### config.mk
export PLATFORM = sky130hd
export DESIGN_NAME = wm_responder_flat
export DESIGN_NICKNAME = d
export VERILOG_FILES = /design/src/rtl/wm_pkg.sv /design/src/rtl/wm_responder_if.sv /design/src/rtl/wm_key_matcher.sv /design/src/rtl/wm_responder.sv /design/src/flat_wrapper.sv
export SDC_FILE = /design/constraint.sdc
export NUM_CORES = 1
export LEC_CHECK = 0
export ABC_AREA = 0
export CAP_MARGIN = 20
export CORE_UTILIZATION = 46
export CTS_CLUSTER_SIZE = 14
export DETAILED_ROUTE_END_ITERATION = 8
export PLACE_DENSITY_LB_ADDON = 0.1
export SLEW_MARGIN = 25
export SYNTH_ARGS = -nofsm -noshare
export SYNTH_HDL_FRONTEND = slang
export SYNTH_SLANG_ARGS = --single-unit
### constraint.sdc
create_clock -name clk -period 1.9 [get_ports clk]
set_input_delay 0.285 -clock clk [delete_from_list [all_inputs] [get_ports clk]]
set_output_delay 0.285 -clock clk [all_outputs]
set_load 0.005 [all_outputs]
### src/rtl/wm_pkg.sv
// wm_pkg: shared constants and the state encoding for the watermark responder.
//   LEN_I  - width of an input symbol
//   LEN_O  - width of an output symbol
//   CHUNKS - number of signature chunks emitted per signing run
package wm_pkg;

    localparam int LEN_I  = 3;
    localparam int LEN_O  = 5;
    localparam int CHUNKS = 16;
    localparam int CHUNK_W = $clog2(CHUNKS);

    typedef enum logic [1:0] {
        IDLE = 2'd0,
        KEY  = 2'd1,
        SIGN = 2'd2
    } state_t;

endpackage

### src/rtl/wm_responder_if.sv
// wm_responder_if: symbol stream between the host FSM / environment and the
// watermark responder.
//   sym_in     - input symbol, one per cycle
//   host_out   - host FSM output, passed through when not signing
//   sym_out    - muxed output symbol
//   sig_active - high while the responder is in SIGN
//   sig_done   - one-cycle pulse after the last chunk
// Modports: master drives the inputs and observes outputs; slave is the responder.
interface wm_responder_if;
    import wm_pkg::*;

    logic [LEN_I-1:0] sym_in;
    logic [LEN_O-1:0] host_out;
    logic [LEN_O-1:0] sym_out;
    logic             sig_active;
    logic             sig_done;

    modport master (
        output sym_in, host_out,
        input  sym_out, sig_active, sig_done
    );

    modport slave (
        input  sym_in, host_out,
        output sym_out, sig_active, sig_done
    );

endinterface

### src/rtl/wm_key_matcher.sv
// wm_key_matcher: tracks progress through the unlock key.
//   clk, reset - rising-edge clock, synchronous active-high reset
//   en         - match incoming symbols (low while signing)
//   abort      - signing aborted this cycle; restart key tracking from sym
//   sym        - input symbol
//   key_hit    - combinational, high in the cycle the last key symbol arrives
//   key_busy   - next key index is non-zero (partial key in progress)
// Mismatch recovery only checks the first key symbol; no deeper overlap search.
module wm_key_matcher
    import wm_pkg::*;
#(
    parameter int                      INIT_LEN = 4,
    parameter logic [LEN_I*INIT_LEN-1:0] INIT_KEY = 12'b101_010_111_000
) (
    input  logic             clk,
    input  logic             reset,
    input  logic             en,
    input  logic             abort,
    input  logic [LEN_I-1:0] sym,
    output logic             key_hit,
    output logic             key_busy
);

    localparam int IDX_W = (INIT_LEN > 1) ? $clog2(INIT_LEN) : 1;

    logic [IDX_W-1:0] idx, idx_nxt, restart;

    // Key symbol n; symbol 0 sits in the most significant bits.
    function automatic logic [LEN_I-1:0] key_sym(input logic [IDX_W-1:0] n);
        return INIT_KEY[LEN_I*(INIT_LEN-1-int'(n)) +: LEN_I];
    endfunction

    always_comb begin
        idx_nxt = idx;
        key_hit = 1'b0;
        // A one-symbol key has no index 1, so a mismatch always restarts at 0.
        restart = (INIT_LEN > 1 && sym == key_sym('0)) ? IDX_W'(1) : '0;
        if (abort) begin
            idx_nxt = restart;
        end else if (en) begin
            if (sym == key_sym(idx)) begin
                if (idx == IDX_W'(INIT_LEN-1)) begin
                    key_hit = 1'b1;
                    idx_nxt = '0;
                end else begin
                    idx_nxt = idx + 1'b1;
                end
            end else begin
                idx_nxt = restart;
            end
        end
        key_busy = (idx_nxt != '0);
    end

    always_ff @(posedge clk) begin
        if (reset) idx <= '0;
        else       idx <= idx_nxt;
    end

endmodule

### src/rtl/wm_responder.sv
// wm_responder: watermark responder. After the unlock key is seen on sym_in,
// it replaces host_out with 16 signature chunks, one per cycle (Mealy output).
//   clk   - rising-edge clock
//   reset - synchronous, active-high
//   bus   - wm_responder_if.slave (sym_in, host_out, sym_out, sig_active, sig_done)
// Build option: define WM_STRICT_EN to require the expected chunk input on
// sym_in; a mismatch aborts signing back to key tracking. Without it every
// SIGN cycle emits the next chunk regardless of sym_in.
module wm_responder
    import wm_pkg::*;
#(
    parameter int                        INIT_LEN = 4,
    parameter logic [LEN_I*INIT_LEN-1:0] INIT_KEY = 12'b101_010_111_000,
    parameter logic [127:0]              SIG      = 128'h0123456789abcdef_fedcba9876543210
) (
    input  logic           clk,
    input  logic           reset,
    wm_responder_if.slave  bus
);

    state_t             state, state_nxt;
    logic [CHUNK_W-1:0] chunk, chunk_nxt;
    logic               done_nxt;
    logic               key_en, key_abort, key_hit, key_busy;
    logic               advance;
    logic [LEN_O-1:0]   sym_out_c;
    logic               sig_active_q, sig_done_q;

    // Chunk k is SIG[127-8k -: 8]: upper 3 bits expected input, lower 5 response.
    function automatic logic [LEN_O-1:0] chunk_resp(input logic [CHUNK_W-1:0] k);
        return SIG[127-LEN_I-8*int'(k) -: LEN_O];
    endfunction

`ifdef WM_STRICT_EN
    function automatic logic [LEN_I-1:0] chunk_exp(input logic [CHUNK_W-1:0] k);
        return SIG[127-8*int'(k) -: LEN_I];
    endfunction
`endif

    wm_key_matcher #(
        .INIT_LEN (INIT_LEN),
        .INIT_KEY (INIT_KEY)
    ) u_key (
        .clk      (clk),
        .reset    (reset),
        .en       (key_en),
        .abort    (key_abort),
        .sym      (bus.sym_in),
        .key_hit  (key_hit),
        .key_busy (key_busy)
    );

    always_comb begin
`ifdef WM_STRICT_EN
        advance = (bus.sym_in == chunk_exp(chunk));
`else
        advance = 1'b1;
`endif
    end

    always_comb begin
        state_nxt = state;
        chunk_nxt = chunk;
        done_nxt  = 1'b0;
        key_en    = 1'b0;
        key_abort = 1'b0;
        sym_out_c = bus.host_out;
        case (state)
            IDLE, KEY: begin
                key_en = 1'b1;
                if (key_hit) begin
                    state_nxt = SIGN;
                    chunk_nxt = '0;
                end else begin
                    state_nxt = key_busy ? KEY : IDLE;
                end
            end
            SIGN: begin
                if (advance) begin
                    sym_out_c = chunk_resp(chunk);
                    if (chunk == CHUNK_W'(CHUNKS-1)) begin
                        state_nxt = IDLE;
                        chunk_nxt = '0;
                        done_nxt  = 1'b1;
                    end else begin
                        chunk_nxt = chunk + 1'b1;
                    end
                end else begin
                    // Aborted: the offending symbol may itself start a new key.
                    key_abort = 1'b1;
                    chunk_nxt = '0;
                    state_nxt = key_busy ? KEY : IDLE;
                end
            end
            default: begin
                state_nxt = IDLE;
                chunk_nxt = '0;
            end
        endcase
    end

    always_ff @(posedge clk) begin
        if (reset) begin
            state        <= IDLE;
            chunk        <= '0;
            sig_active_q <= 1'b0;
            sig_done_q   <= 1'b0;
        end else begin
            state        <= state_nxt;
            chunk        <= chunk_nxt;
            sig_active_q <= (state_nxt == SIGN);
            sig_done_q   <= done_nxt;
        end
    end

    assign bus.sym_out    = sym_out_c;
    assign bus.sig_active = sig_active_q;
    assign bus.sig_done   = sig_done_q;

endmodule

### src/flat_wrapper.sv
// flat-port wrapper written by rule: the top's interface ports become plain ports
module wm_responder_flat import wm_pkg::*;
#(
    parameter int                        INIT_LEN = 4,
    parameter logic [LEN_I*INIT_LEN-1:0] INIT_KEY = 12'b101_010_111_000,
    parameter logic [127:0]              SIG      = 128'h0123456789abcdef_fedcba9876543210
)
  (clk, reset, bus_sym_in, bus_host_out, bus_sym_out, bus_sig_active, bus_sig_done);
  wm_responder_if bus_i ();
  input  logic clk;
  input  logic reset;
  input wire logic [$bits(bus_i.sym_in)-1:0] bus_sym_in;
  input wire logic [$bits(bus_i.host_out)-1:0] bus_host_out;
  output wire logic [$bits(bus_i.sym_out)-1:0] bus_sym_out;
  output wire logic [$bits(bus_i.sig_active)-1:0] bus_sig_active;
  output wire logic [$bits(bus_i.sig_done)-1:0] bus_sig_done;
  assign bus_i.sym_in = bus_sym_in;
  assign bus_i.host_out = bus_host_out;
  assign bus_sym_out = bus_i.sym_out;
  assign bus_sig_active = bus_i.sig_active;
  assign bus_sig_done = bus_i.sig_done;
  wm_responder #(.INIT_LEN(INIT_LEN), .INIT_KEY(INIT_KEY), .SIG(SIG)) u_core (.clk(clk), .reset(reset), .bus(bus_i));
endmodule
# After elaboration in Yosys (flattened, before gate mapping)
# Cells that the tools add are included.
dict set report totals {
  regBits 10
  input_bits 10
  output_inout_bits 7
  wordCells 42
}
dict set report op_classes {
  add_sub_neg 4
  mul 1
  eq_ne 8
  n_shift 2
  mux 17
  bitwise_logic 1
  n_reduce_logical 4
}
# operator count
set op_table {}
lappend op_table {{$shiftx 132x32->5 const A} 1}
lappend op_table {{$shiftx 12x6->3 const A} 1}
lappend op_table {{$mux 2} 5}
lappend op_table {{$mux 4} 2}
lappend op_table {{$pmux 4 s2} 1}
lappend op_table {{$sub 7x7->8 const A} 1}
lappend op_table {{$mux 1} 7}
lappend op_table {{$eq 2x2->1 const B} 3}
lappend op_table {{$mul 3x3->6 const A} 1}
lappend op_table {{$mux 5} 1}
lappend op_table {{$add 4x1->4 const B} 1}
lappend op_table {{$eq 4x4->1 const B} 1}
lappend op_table {{$pmux 2 s2} 1}
lappend op_table {{$reduce_or 2->1} 2}
lappend op_table {{$eq 3x3->1} 1}
lappend op_table {{$eq 3x3->1 const B} 1}
lappend op_table {{$sub 2x2->3 const A} 1}
lappend op_table {{$add 2x1->2 const B} 1}
lappend op_table {{$eq 2x1->1 const B} 1}
lappend op_table {{$logic_not 2->1} 1}
lappend op_table {{$ne 2x2->1 const B} 1}
lappend op_table {{$reduce_bool 2->1} 1}
lappend op_table {{$not 1->1} 1}

# Logic depth before layout (Yosys ltp)
dict set report logic_depth {
  ltp_word 11
  depth_mapped 6
}

# Hierarchy
# A second synthesis with hierarchy kept.
dict set report hier_totals {
  hier_cells 85
  hier_area_um2 685.7
}
# module instances cells_each area_each_um2
set modules_own_cells {}
lappend modules_own_cells {wm_responder 1 61 490.5}
lappend modules_own_cells {wm_key_matcher 1 24 195.2}

# Worst setup path after synthesis
# No wires, ideal clock.
dict set report synth_timing {
  path_kind {register -> register}
  start {register u_core.u_key.idx[0]}
  end {register u_core.chunk[3]}
  arrival_time_ps 1632
  setup_slack_ps 133
  path_stages_with_launch 7
  synth_period_minus_slack_ps 1767
  cell_sequence {dfxtp_1 inv_1 ha_1 or4_4 a21oi_2 a21o_2 a311oi_1}
}
dict set report synth_via {
  elab_chain_cells 7
  word_cells_on_any_way 9
  classes_between {add/sub (1); mul (1); eq/ne (3); shift (1); mux (3)}
}
# element line
set synth_rtl {}
lappend synth_rtl {{start, declared} wm_key_matcher.sv:26} ;# logic [IDX_W-1:0] idx, idx_nxt, restart;
lappend synth_rtl {{start signal, assigned} wm_key_matcher.sv:57} ;# else idx <= idx_nxt;
lappend synth_rtl {{$sub 2x2->3} wm_key_matcher.sv:30} ;# return INIT_KEY[LEN_I*(INIT_LEN-1-int'(n)) +: LEN_I];
lappend synth_rtl {{$mul 3x3->6} wm_key_matcher.sv:30}
lappend synth_rtl {{$shiftx 12x6->3} wm_key_matcher.sv:30}
lappend synth_rtl {{$eq 3x3->1} wm_key_matcher.sv:41} ;# if (sym == key_sym(idx)) begin
lappend synth_rtl {{$mux 1 *} wm_key_matcher.sv:41}
lappend synth_rtl {{$mux 1 *} wm_key_matcher.sv:40} ;# end else if (en) begin
lappend synth_rtl {{$ne 2x2->1 (no source line) *} -}
lappend synth_rtl {{end signal, assigned} wm_responder.sv:110} ;# chunk <= chunk_nxt;
lappend synth_rtl {{end, declared} wm_responder.sv:22} ;# logic [CHUNK_W-1:0] chunk, chunk_nxt;
# Every way passes the cells marked *; elsewhere a longest branch is shown, timed or not.
# A chain may end at the register's enable or synchronous reset.

# Final worst setup path
dict set report layout_timing {
  start {register u_core.state[0]}
  end {output port bus_sym_out[4]}
}
dict set report layout_via {
  elab_chain_cells 2
}
# element line
set layout_rtl {}
lappend layout_rtl {{start, declared} wm_responder.sv:21} ;# state_t state, state_nxt;
lappend layout_rtl {{start signal, assigned} wm_responder.sv:109} ;# state <= state_nxt;
lappend layout_rtl {{$eq 2x2->1} wm_responder.sv:68} ;# case (state)
lappend layout_rtl {{$mux 5} wm_responder.sv:68}
lappend layout_rtl {{end, declared} flat_wrapper.sv:14} ;# output wire logic [$bits(bus_i.sym_out)-1:0] bus_sym_out;
# Every way passes these cells.

==> out/metrics.yaml <==
crit_chain: "nand2b_4, mux2_2, clkdlybuf4s50_1"
track_usage: 0.2112
die_x_microns: 39.90
clock_path_buffers: 2
globalplace.congestion: 0.8659
pre_cts_ws_ps: -14.90
relSlewSlack: 0.7315
core_area_sq_mm: 0.001318
endpoint_kind: "output port"
clock.fmax_ghz: 0.5432
critPathMaxStageDelay_ps: 440
global_route.overflow_total: 0
finalSetupViolations: 0
p_leak_nw: 0.3888
stdcell_area_sq_um: 938.4
path_clk_slew_ps: 70
status: "completed"
cts_tree: "built"
grt_pass1_wl_microns: 2187
hold_ws_ps: 530.0
setup_ws_ps: 59.05
finalCriticalPeriod_ps: 1841
port_buffers: 16
syn_nets: 97
r2r_start: "u_core.u_key.idx[1]"
hold_violations: 0
synth_area_per_cell_sq_um: 8.258
chipHeight_microns: 39.90
numCtsBuffers: 3
synth_ff_type: "dfxtp_1"
synth_top_area_cell: "dfxtp_1"
drv_slew: 0
seq_area_frac_synth: 0.3030
antenna_left: 0
synth_area_leaders: "dfxtp_1, ha_1, nand2_1"
path_max_fanout: 8
power_density_mw_per_mm2: 496.8
worstSetupStartpointType: "flip-flop"
clock-sinks: 10
critPathRequiredTime_ps: 1620
max_slew.worst_pin.slew_ps: 401.4
finalWirelength_microns: 1407
crit_arrival_ps: 1560
h-tree-depth: 1
worstHoldStart: "u_core.chunk[0]"
syn2layout_area_growth_pct: 42.05
setup.worst_path.start: "u_core.state[0]"
vdd_drop_max_mv: 0.5995
critPathKind: "reg -> out"
drt_iter0_drc: 12
setup_tns_ps: 0
layout.nets: 123
vias: 637
wl_per_cell_microns: 11.73
num_rows: 13
placed_area_sq_um: 877.1
cpMaxStageDelayCell: "clkdlybuf4s50_1"
rsz0062_at_grt: "no"
first_global_vias: 516
ys_seq_elements: 10
antenna_found_initial: 0
multi_input_area_sq_um: 447.9
start_util: 0.5014
grt_max_degree: 12
drive_gt1_frac: 0.2095
route.detailed.vias_per_inst: 5.308
syn_inst: 80
drc: 0
synthArstFlopShare: 0
fillers: 114
synth_top_area_frac: 0.3030
syn_area_sq_um: 660.6
n_antenna_cell: 0
synth_common_cells: "dfxtp_1, nand2_1, nor2_1, ha_1"
register_area_sq_um: 202.7
ys_warn_count: 0
finClkSkew_ps: 7.262
fin_crit_sh: 0.9689
hpwl_microns: 1120
die_area_sq_mm: 0.001592
synth_cell_types: 30
firstDrtPassIters: 4
postCtsHoldBufs: 0
cts-root-buf: "clkbuf_4"
io_pins: 17
min_path_type: "reg -> reg"
clock_latency_ps: 270
synth_edf_count: 0
drv_cap: 0
## critical path, delay by kind of cell, from the launching register on
kind,cells,cell delay (ps)
multiplexers,1,350
flip-flops,1,330
AND/OR/NAND/NOR,1,170
buffers and inverters,1,440
## per-stage QoR
step / power, mW / util / std cells
CTS: 0.4750 / 0.6999 / 119
floorplan: 0.2463 / - / 80
finish: 0.4662 / 0.7123 / 120
global route: 0.4873 / 0.7123 / 120
detailed placement: 0.2840 / 0.6657 / 115
global placement: 0.2825 / 0.6657 / 115
## sequential cells by signal, summed over array words and instances, names as in the netlist
register	count
u_core.bus.sig_active	1
u_core.bus.sig_done	1
u_core.chunk	4
u_core.state	2
u_core.u_key.idx	2
## path summary, 6_finish.rpt
kind                                       endpoint  slack [ps]  depth (start not counted)
worst max-delay path                 bus_sym_out[4]          60                          3
worst min register to register      u_core.chunk[0]         530                          2
worst max register to register  u_core.u_key.idx[0]         100                          6
worst min-delay path                u_core.chunk[0]         530                          2
## power breakdown
part / total, mW / switching [mW] / internal (mW)
combinational: 0.0667 / 0.0259 / 0.0408
sequential: 0.212 / 0.000956 / 0.211
clock: 0.187 / 0.0709 / 0.116
total: 0.466 / 0.0977 / 0.369
## cell usage in the layout, fill, tap and decap left out
master / synthesis / final
nor2_1: 8 / 8
nand2b_4: 0 / 1
dfxtp_1: 10 / 8
nand2_1: 10 / 10
xnor2_1: 1 / 1
xor2_1: 1 / 1
and2_1: 2 / 2
nand2b_1: 3 / 2
mux2_2: 2 / 2
dfxtp_2: 0 / 2
a211oi_1: 2 / 2
o21ai_1: 1 / 1
nand3_1: 1 / 1
clkbuf_4: 0 / 3
nor3b_2: 1 / 1
o21ba_2: 1 / 1
inv_1: 5 / 5
clkdlybuf4s50_1: 0 / 14
buf_4: 0 / 7
o31a_1: 1 / 1
clkbuf_8: 0 / 1
or4_4: 1 / 1
o31ai_1: 1 / 1
o21ai_0: 5 / 5
dlygate4sd2_1: 0 / 1
nor3_1: 3 / 3
ha_1: 7 / 7
a21oi_2: 1 / 1
o211ai_1: 1 / 1
a41oi_1: 1 / 1
a21oi_1: 4 / 4
a311oi_1: 1 / 1
dlymetal6s2s_1: 0 / 1
a211oi_2: 1 / 1
nor4b_1: 1 / 1
a21o_4: 0 / 1
o32ai_1: 1 / 1
## logic make-up after synthesis
logic type               share of synthesized area
buffers and inverters                      0.03978
AND/OR/NAND/NOR                             0.2292
XOR/XNOR                                   0.02652
AO/OA/AOI/OAI                               0.2349
flip-flops                                  0.3030
multiplexers                               0.03409
adder cells (fa/ha/maj)                     0.1326
## routing by layer
layer | share of wire | global-route usage | vias to the layer above | routed length, microns
met4 | 0.016 | 0.07759 | 0 | 22
met2 | 0.45 | 0.3427 | 11 | 629
met3 | 0.050 | 0.06818 | 5 | 71
met5 | 0 | 0 | - | 0
met1 | 0.49 | 0.2525 | 283 | 684
li1 | - | - | 338 | -
## area by class of cell
cell class / count / area share
sequential: 10 / 0.2160
tap: 15 / 0.02000
timing repair buffer: 23 / 0.2280
inverter: 5 / 0.02000
clock buffer: 4 / 0.03867
multi-input combinational: 63 / 0.4773
## timing repair
action	in CTS	in global routing
pin swaps	0	1
gates cloned	0	0
buffers inserted	0	1
endpoints found under the setup margin	5	6
resized for setup	5	2
Power figures use the tool's default switching activity.
